==> config.mk <==
export PLATFORM = sky130hd
export DESIGN_NAME = character_sprite_draw_flat
export DESIGN_NICKNAME = d
export VERILOG_FILES = /design/src/rtl/char_draw_pkg.sv /design/src/rtl/character_sprite_draw_if.sv /design/src/rtl/character_sprite_rom.sv /design/src/rtl/character_sprite_draw.sv /design/src/flat_wrapper.sv
export SDC_FILE = /design/constraint.sdc
export NUM_CORES = 1
export LEC_CHECK = 0
export ABC_AREA = 1
export CAP_MARGIN = 10
export CORE_MARGIN = 10
export CORE_UTILIZATION = 50
export DETAILED_ROUTE_END_ITERATION = 10
export HOLD_SLACK_MARGIN = 0.05
export PLACE_DENSITY = 0.72
export SLEW_MARGIN = 40
export SYNTH_ARGS = -nofsm -noshare
export SYNTH_HDL_FRONTEND = slang
export SYNTH_SLANG_ARGS = --single-unit
==> constraint.sdc <==
create_clock -name clock -period 4.2 [get_ports clock]
set_input_delay 0.84 -clock clock [delete_from_list [all_inputs] [get_ports clock]]
set_output_delay 0.84 -clock clock [all_outputs]
set_load 0.02 [all_outputs]
==> src/rtl/char_draw_pkg.sv <==
`default_nettype none
// ============================================================================
// Module  : char_draw_pkg
// Brief   : Shared constants for the character sprite renderer.
// Revision: 1.0 - initial release
// ============================================================================
package char_draw_pkg;

    localparam int c_colour_w = 3;
    localparam int c_sprite_w = 8;
    localparam int c_sprite_h = 8;
    localparam int c_screen_w = 160;
    localparam int c_screen_h = 120;
    localparam int c_rom_aw   = $clog2(c_sprite_w * c_sprite_h);

    localparam int c_state_w = 2;
    localparam logic [c_state_w-1:0] c_st_idle  = 2'd0;
    localparam logic [c_state_w-1:0] c_st_erase = 2'd1;
    localparam logic [c_state_w-1:0] c_st_draw  = 2'd2;
    localparam logic [c_state_w-1:0] c_st_done  = 2'd3;

    // One octal digit per pixel; address 0 is the least-significant digit.
    localparam logic [c_sprite_w*c_sprite_h*c_colour_w-1:0] c_sprite_image =
        192'o12346701_23467012_34670125_46701234_67012345_70123456_05123467_12534670;

endpackage
`default_nettype wire

==> src/rtl/character_sprite_draw_if.sv <==
`default_nettype none
// ============================================================================
// Module  : character_sprite_draw_if
// Brief   : Redraw request and VGA plot port of the sprite renderer.
// Revision: 1.0 - initial release
// ============================================================================
interface character_sprite_draw_if;
    import char_draw_pkg::*;

    logic                  enable;
    logic [7:0]            x_position;
    logic [6:0]            y_position;
    logic [7:0]            vga_x;
    logic [6:0]            vga_y;
    logic [c_colour_w-1:0] vga_colour;
    logic                  vga_plot;
    logic                  busy;
    logic                  done;

    modport master (
        output enable, x_position, y_position,
        input  vga_x, vga_y, vga_colour, vga_plot, busy, done
    );

    modport slave (
        input  enable, x_position, y_position,
        output vga_x, vga_y, vga_colour, vga_plot, busy, done
    );

endinterface
`default_nettype wire

==> src/rtl/character_sprite_rom.sv <==
`default_nettype none
// ============================================================================
// Module  : character_sprite_rom
// Brief   : Sprite colour ROM, one-cycle registered read.
// Revision: 1.0 - initial release
// ============================================================================
module character_sprite_rom
    import char_draw_pkg::*;
#(
    parameter int ADDR_W = c_rom_aw
) (
    input  wire logic                  clock,
    input  wire logic [ADDR_W-1:0]     addr,
    output logic      [c_colour_w-1:0] colour
);

    localparam int c_depth = 2 ** ADDR_W;

    logic [c_colour_w-1:0] w_mem [c_depth];

    generate
        for (genvar gi = 0; gi < c_depth; gi++) begin : g_mem
            assign w_mem[gi] = c_sprite_image[gi*c_colour_w +: c_colour_w];
        end
    endgenerate

    always_ff @(posedge clock) begin
        colour <= w_mem[addr];
    end

endmodule
`default_nettype wire

==> src/rtl/character_sprite_draw.sv <==
`default_nettype none
// ============================================================================
// Module  : character_sprite_draw
// Brief   : Erases the sprite at its old position, then draws it at the new
//           one, one pixel per clock. Build option: SPRITE_TRANSPARENCY_EN.
// Revision: 1.0 - initial release
// ============================================================================
module character_sprite_draw
    import char_draw_pkg::*;
#(
    parameter int                    SPRITE_W  = c_sprite_w,
    parameter int                    SPRITE_H  = c_sprite_h,
    parameter int                    SCREEN_W  = c_screen_w,
    parameter int                    SCREEN_H  = c_screen_h,
    parameter logic [c_colour_w-1:0] BG_COLOUR = 3'b000
`ifdef SPRITE_TRANSPARENCY_EN
    ,parameter logic [c_colour_w-1:0] TRANSPARENT_COLOUR = 3'b101
`endif
) (
    input wire logic                clock,
    input wire logic                resetn,
    character_sprite_draw_if.slave  bus
);

    localparam int c_col_w  = (SPRITE_W > 1) ? $clog2(SPRITE_W) : 1;
    localparam int c_row_w  = (SPRITE_H > 1) ? $clog2(SPRITE_H) : 1;
    localparam int c_addr_w = $clog2(SPRITE_W * SPRITE_H);
    localparam logic [c_col_w-1:0] c_col_last = c_col_w'(SPRITE_W - 1);
    localparam logic [c_row_w-1:0] c_row_last = c_row_w'(SPRITE_H - 1);

    logic [c_state_w-1:0]  r_state;
    logic [c_state_w-1:0]  w_state_nxt;
    logic [c_col_w-1:0]    r_col;
    logic [c_col_w-1:0]    w_col_nxt;
    logic [c_row_w-1:0]    r_row;
    logic [c_row_w-1:0]    w_row_nxt;
    logic                  r_drain;
    logic [7:0]            r_new_x;
    logic [6:0]            r_new_y;
    logic [7:0]            r_old_x;
    logic [6:0]            r_old_y;
    logic                  r_have_old;
    logic [7:0]            r_vga_x;
    logic [6:0]            r_vga_y;
    logic [c_colour_w-1:0] r_vga_colour;
    logic                  r_vga_plot;
    logic                  w_busy;
    logic                  w_done;
    logic                  w_scan;
    logic                  w_px_valid;
    logic                  w_last_px;
    logic                  w_clip;
    logic                  w_transparent;
    logic [7:0]            w_base_x;
    logic [6:0]            w_base_y;
    logic [8:0]            w_wide_x;
    logic [7:0]            w_wide_y;
    logic [c_addr_w-1:0]   w_rom_addr;
    logic [c_colour_w-1:0] w_rom_colour;

    assign w_scan     = (r_state == c_st_erase) || (r_state == c_st_draw);
    assign w_px_valid = w_scan && !r_drain;
    assign w_last_px  = (r_row == c_row_last) && (r_col == c_col_last);

    assign w_base_x = (r_state == c_st_erase) ? r_old_x : r_new_x;
    assign w_base_y = (r_state == c_st_erase) ? r_old_y : r_new_y;
    assign w_wide_x = {1'b0, w_base_x} + 9'(r_col);
    assign w_wide_y = {1'b0, w_base_y} + 8'(r_row);
    assign w_clip   = (w_wide_x >= 9'(SCREEN_W)) || (w_wide_y >= 8'(SCREEN_H));

    // Counters return to 0 outside a scan so each pass starts at pixel 0.
    always_comb begin
        w_col_nxt = '0;
        w_row_nxt = '0;
        if (w_px_valid && !w_last_px) begin
            if (r_col == c_col_last) begin
                w_row_nxt = r_row + 1'b1;
            end else begin
                w_row_nxt = r_row;
                w_col_nxt = r_col + 1'b1;
            end
        end
    end

    // ROM is addressed with next-cycle coordinates so its registered output
    // lines up with the current scan slot.
    assign w_rom_addr = c_addr_w'(w_row_nxt) * c_addr_w'(SPRITE_W) + c_addr_w'(w_col_nxt);

    character_sprite_rom #(
        .ADDR_W (c_addr_w)
    ) u_rom (
        .clock  (clock),
        .addr   (w_rom_addr),
        .colour (w_rom_colour)
    );

`ifdef SPRITE_TRANSPARENCY_EN
    assign w_transparent = (r_state == c_st_draw) && (w_rom_colour == TRANSPARENT_COLOUR);
`else
    assign w_transparent = 1'b0;
`endif

    always_ff @(posedge clock or negedge resetn) begin
        if (!resetn) begin
            r_state <= c_st_idle;
        end else begin
            r_state <= w_state_nxt;
        end
    end

    always_comb begin
        w_state_nxt = r_state;
        case (r_state)
            c_st_idle:  if (bus.enable) w_state_nxt = r_have_old ? c_st_erase : c_st_draw;
            c_st_erase: if (r_drain)    w_state_nxt = c_st_draw;
            c_st_draw:  if (r_drain)    w_state_nxt = c_st_done;
            c_st_done:                  w_state_nxt = c_st_idle;
            default:                    w_state_nxt = c_st_idle;
        endcase
    end

    always_comb begin
        w_busy = (r_state != c_st_idle);
        w_done = (r_state == c_st_done);
    end

    always_ff @(posedge clock or negedge resetn) begin
        if (!resetn) begin
            r_col        <= '0;
            r_row        <= '0;
            r_drain      <= 1'b0;
            r_new_x      <= '0;
            r_new_y      <= '0;
            r_old_x      <= '0;
            r_old_y      <= '0;
            r_have_old   <= 1'b0;
            r_vga_x      <= '0;
            r_vga_y      <= '0;
            r_vga_colour <= '0;
            r_vga_plot   <= 1'b0;
        end else begin
            r_col   <= w_col_nxt;
            r_row   <= w_row_nxt;
            r_drain <= w_px_valid && w_last_px;
            if ((r_state == c_st_idle) && bus.enable) begin
                r_new_x <= bus.x_position;
                r_new_y <= bus.y_position;
            end
            if (r_state == c_st_done) begin
                r_old_x    <= r_new_x;
                r_old_y    <= r_new_y;
                r_have_old <= 1'b1;
            end
            r_vga_plot <= w_px_valid && !w_clip && !w_transparent;
            if (w_px_valid) begin
                r_vga_x      <= w_wide_x[7:0];
                r_vga_y      <= w_wide_y[6:0];
                r_vga_colour <= (r_state == c_st_erase) ? BG_COLOUR : w_rom_colour;
            end
        end
    end

    assign bus.vga_x      = r_vga_x;
    assign bus.vga_y      = r_vga_y;
    assign bus.vga_colour = r_vga_colour;
    assign bus.vga_plot   = r_vga_plot;
    assign bus.busy       = w_busy;
    assign bus.done       = w_done;

endmodule
`default_nettype wire

==> src/flat_wrapper.sv <==
// flat-port wrapper written by rule: the top's interface ports become plain ports
module character_sprite_draw_flat import char_draw_pkg::*;
#(
    parameter int                    SPRITE_W  = c_sprite_w,
    parameter int                    SPRITE_H  = c_sprite_h,
    parameter int                    SCREEN_W  = c_screen_w,
    parameter int                    SCREEN_H  = c_screen_h,
    parameter logic [c_colour_w-1:0] BG_COLOUR = 3'b000

)
  (clock, resetn, bus_enable, bus_x_position, bus_y_position, bus_vga_x, bus_vga_y, bus_vga_colour, bus_vga_plot, bus_busy, bus_done);
  character_sprite_draw_if bus_i ();
  input wire logic clock;
  input wire logic resetn;
  input wire logic [$bits(bus_i.enable)-1:0] bus_enable;
  input wire logic [$bits(bus_i.x_position)-1:0] bus_x_position;
  input wire logic [$bits(bus_i.y_position)-1:0] bus_y_position;
  output wire logic [$bits(bus_i.vga_x)-1:0] bus_vga_x;
  output wire logic [$bits(bus_i.vga_y)-1:0] bus_vga_y;
  output wire logic [$bits(bus_i.vga_colour)-1:0] bus_vga_colour;
  output wire logic [$bits(bus_i.vga_plot)-1:0] bus_vga_plot;
  output wire logic [$bits(bus_i.busy)-1:0] bus_busy;
  output wire logic [$bits(bus_i.done)-1:0] bus_done;
  assign bus_i.enable = bus_enable;
  assign bus_i.x_position = bus_x_position;
  assign bus_i.y_position = bus_y_position;
  assign bus_vga_x = bus_i.vga_x;
  assign bus_vga_y = bus_i.vga_y;
  assign bus_vga_colour = bus_i.vga_colour;
  assign bus_vga_plot = bus_i.vga_plot;
  assign bus_busy = bus_i.busy;
  assign bus_done = bus_i.done;
  character_sprite_draw #(.SPRITE_W(SPRITE_W), .SPRITE_H(SPRITE_H), .SCREEN_W(SCREEN_W), .SCREEN_H(SCREEN_H), .BG_COLOUR(BG_COLOUR)) u_core (.clock(clock), .resetn(resetn), .bus(bus_i));
endmodule
==> impl_metrics.py <==
metrics = {
    "run_status": {
        "status": "finished clean",
    },
    "sta": {
        "finalSetupViolCount": 0,
        "max_freq_ghz": 0.349,
        "timing.final.crit_period_ps": 2860,
        "rsz0062_at_grt": "false",
        "hold_viol": 0,
        "fin_crit_sh_pct": 68.2,
        "slew_violations": 0,
        "final.setup.tns_ps": 0,
        "maxSlewHeadroom_pct": 54.8,
        "worstMarginPinSlew_ps": 677,
        "fin_skew_ps": 6.66,
    },
    "clocking": {
        "root_buffer": "clkbuf_8",
        "hold_buffers": 0,
        "htreeDepth": 3,
        "clockBufferDepth": 2,
        "numCtsBuffers": 9,
        "cts_setup_buffers": 0,
        "clock_latency_ps": 340,
        "clkTransAtPathRegs_ps": 60,
        "cts_resized": 0,
        "cts_tree": "built",
        "cts_sinks": 62,
    },
    "critical_path": {
        "end_kind": "output pin",
        "worst-r2r-setup-slack_ps": 1370,
        "worst-path-buf-inv": 1,
        "crit_family": "buffers and inverters",
        "crit_arrival_ps": 2020,
        "worstPathMaxFanout": 29,
        "crit_type": "reg2out",
        "critPathLaunchType": "flop",
        "cpMaxStageDelayCell": "clkdlybuf4s50_1",
        "slowest_delay_ps": 710,
        "cp_cell_sequence": "ha_2 > clkdlybuf4s50_1",
        "cp.required_ps": 3360,
    },
    "floorplan": {
        "dieHeight_microns": 104,
        "core_sq_um": 6830,
        "start_util_pct": 51.9,
        "ioPinCount": 39,
        "dieArea_sq_um": 10900,
        "fp-row-count": 30,
        "die_w_microns": 104,
    },
    "power": {
        "irDropWorstVdd_mv": 0.401,
        "p_leak_nw": 2.02,
        "powerDensity_nw_per_um2": 856,
    },
    "routing": {
        "wl_microns": 7360,
        "ant_nets": 0,
        "via_per_inst": 4.95,
        "drt_iter0_drc": 171,
        "wl_per_cell_microns": 13.0,
        "route.detailed.drc": 0,
        "vias": 2800,
        "drtPass1Iterations": 4,
    },
    "grt": {
        "grt_max_degree": 35,
        "grt_use_met3_pct": 5.64,
        "antenna_found_initial": 0,
        "grt_pass1_wl_microns": 12700,
        "grtUsageMet1_pct": 17.6,
        "grt-ovfl-total": 0,
        "met2_usage_pct": 22.2,
        "track_usage_pct": 14.1,
        "grt-busiest-layer": "met2",
        "grt_pass1_vias": 2727,
    },
    "min_path": {
        "hold_class": "in2async",
    },
    "yosys": {
        "syn_area_per_cell_sq_um": 8.35,
        "syn_area_sq_um": 3550,
        "yosysSeqAreaShare_pct": 43.3,
        "synth-seq-cells": 62,
        "netlist_instances": 425,
        "syn_nets": 469,
        "synth-warning-count": 0,
        "synth_cell_types": 33,
    },
    "final_layout": {
        "multi_input_area_sq_um": 1780,
        "fill_cells": 637,
        "layout-drive-gt1-share_pct": 13.2,
        "syn_to_final_growth_pct": 17.9,
        "nets": 509,
        "n_antenna_cell": 0,
        "post-route-cell-area_sq_um": 4180,
        "seq_area_sq_um": 1540,
    },
    "placement": {
        "numPortBuffers": 38,
        "gp_congestion": 0.877,
        "postPlaceCellArea_sq_um": 4000,
        "hpwl_microns": 5510,
    },
    "job": {
        "drv_cap": 0,
    },
}
final timing paths:
| path | start | endpoint | cells past startpoint |
|---|---|---|---|
| min in group clock | u_core.u_rom.colour[2] | u_core.bus.vga_colour[2] | 2 |
| max in group asynchronous | resetn | u_core.r_new_y[5] | 2 |
| worst max-delay path | u_core.r_state[1] | bus_done | 2 |
| worst min register to register | u_core.u_rom.colour[2] | u_core.bus.vga_colour[2] | 2 |
| worst max register to register | u_core.r_state[1] | u_core.bus.vga_plot | 16 |
| worst min-delay path | resetn | u_core.r_have_old | 1 |
area by class of cell:
class                   instances  share of cell area [%]
clock buffers                  12                    3.23
clock inverters                 4                    1.14
inverters                      43                    3.86
multi-input cells             308                    42.6
flip-flops and latches         62                    36.7
well taps                      96                    2.87
repair buffers                 41                    9.57
metrics by stage:
step	setup WS (ps)	power [mW]	hold slack [ps]	utilization, %	std cells
final	1340	3.58	445	61.2	566
after global routing	1150	3.94	462	61.2	566
after CTS	1310	3.61	454	61.2	566
after detailed placement	1400	3.10	447	58.5	550
after global placement	1440	3.05	435	58.5	550
after floorplan	1640	2.53	425	-	425
cell usage after synthesis:
| cell | count | area share [%] |
|---|---|---|
| inv_2 | 6 | 0.63 |
| nand2_2 | 6 | 1.1 |
| a31oi_1 | 2 | 0.35 |
| buf_2 | 2 | 0.28 |
| buf_1 | 3 | 0.32 |
| o21ai_1 | 2 | 0.28 |
| xnor2_1 | 3 | 0.74 |
| mux2i_1 | 1 | 0.28 |
| dfxtp_1 | 3 | 1.7 |
| nand3_1 | 28 | 4.0 |
| nor2_4 | 4 | 1.3 |
| dfrtp_1 | 59 | 42 |
| mux2_2 | 14 | 4.4 |
| ha_1 | 24 | 8.5 |
| a21oi_1 | 14 | 2.0 |
| nand2_4 | 2 | 0.63 |
| buf_6 | 3 | 0.95 |
| nand2_1 | 127 | 13 |
| xnor2_2 | 1 | 0.46 |
| fa_1 | 2 | 1.1 |
| nor2_1 | 21 | 2.2 |
| clkbuf_1 | 4 | 0.42 |
| nor2_8 | 1 | 0.56 |
| o21ai_0 | 37 | 5.2 |
| nand4_1 | 4 | 0.71 |
| or2_2 | 2 | 0.35 |
| o211ai_1 | 2 | 0.42 |
| o21ai_2 | 2 | 0.49 |
| o21bai_1 | 1 | 0.21 |
| inv_1 | 37 | 3.9 |
| nor2_2 | 6 | 1.1 |
| nand3b_1 | 1 | 0.21 |
| o21a_1 | 1 | 0.21 |
sequential cells by signal, indices dropped and copies added, names as in the netlist:
register and flops:
u_core.bus.vga_colour 3, u_core.bus.vga_plot 1, u_core.bus.vga_x 8, u_core.bus.vga_y 7, u_core.r_col 3, u_core.r_drain 1, u_core.r_have_old 1, u_core.r_new_x 8
u_core.r_new_y 7, u_core.r_old_x 8, u_core.r_old_y 7, u_core.r_row 3, u_core.r_state 2, u_core.u_rom.colour 3
metal layers:
| metal | vias to the layer above | part of all wire (%) | routed length (microns) |
|---|---|---|---|
| li1 | 1454 | - | - |
| met1 | 1264 | 46 | 3360 |
| met2 | 76 | 47 | 3440 |
| met3 | 6 | 6.9 | 505 |
| met4 | 0 | 0.69 | 51 |
| met5 | - | 0 | 0 |
placed cells by master, fill, tap and decap left out, drive strengths merged, types with 12 or more instances in the layout:
master / Yosys / layout
a21oi: 14 / 14
clkbuf: 4 / 12
clkdlybuf4s50: 0 / 37
dfrtp: 59 / 59
ha: 24 / 24
inv: 43 / 43
mux2: 14 / 14
nand2: 135 / 135
nand3: 28 / 28
nor2: 32 / 32
o21ai: 41 / 41
cell families after synthesis:
kind of cell               share of synthesized area, %
xor gates and xnor gates                           1.20
AOI/OAI and AO/OA                                  9.17
and+or+nand+nor                                    25.5
muxes                                              4.73
buffers and inverters                              6.53
DFF                                                43.3
adders and majority gates                          9.59
where the power goes:
| part | internal [mW] | switching [mW] | leakage (nW) | total, mW |
|---|---|---|---|---|
| sequential | 0.878 | 0.155 | 0.738 | 1.03 |
| combinational | 0.780 | 1.27 | 1.19 | 2.05 |
| clock | 0.273 | 0.223 | 0.0904 | 0.496 |
| total | 1.93 | 1.65 | 2.02 | 3.58 |
No activity file was read; power rests on OpenSTA's default activity.
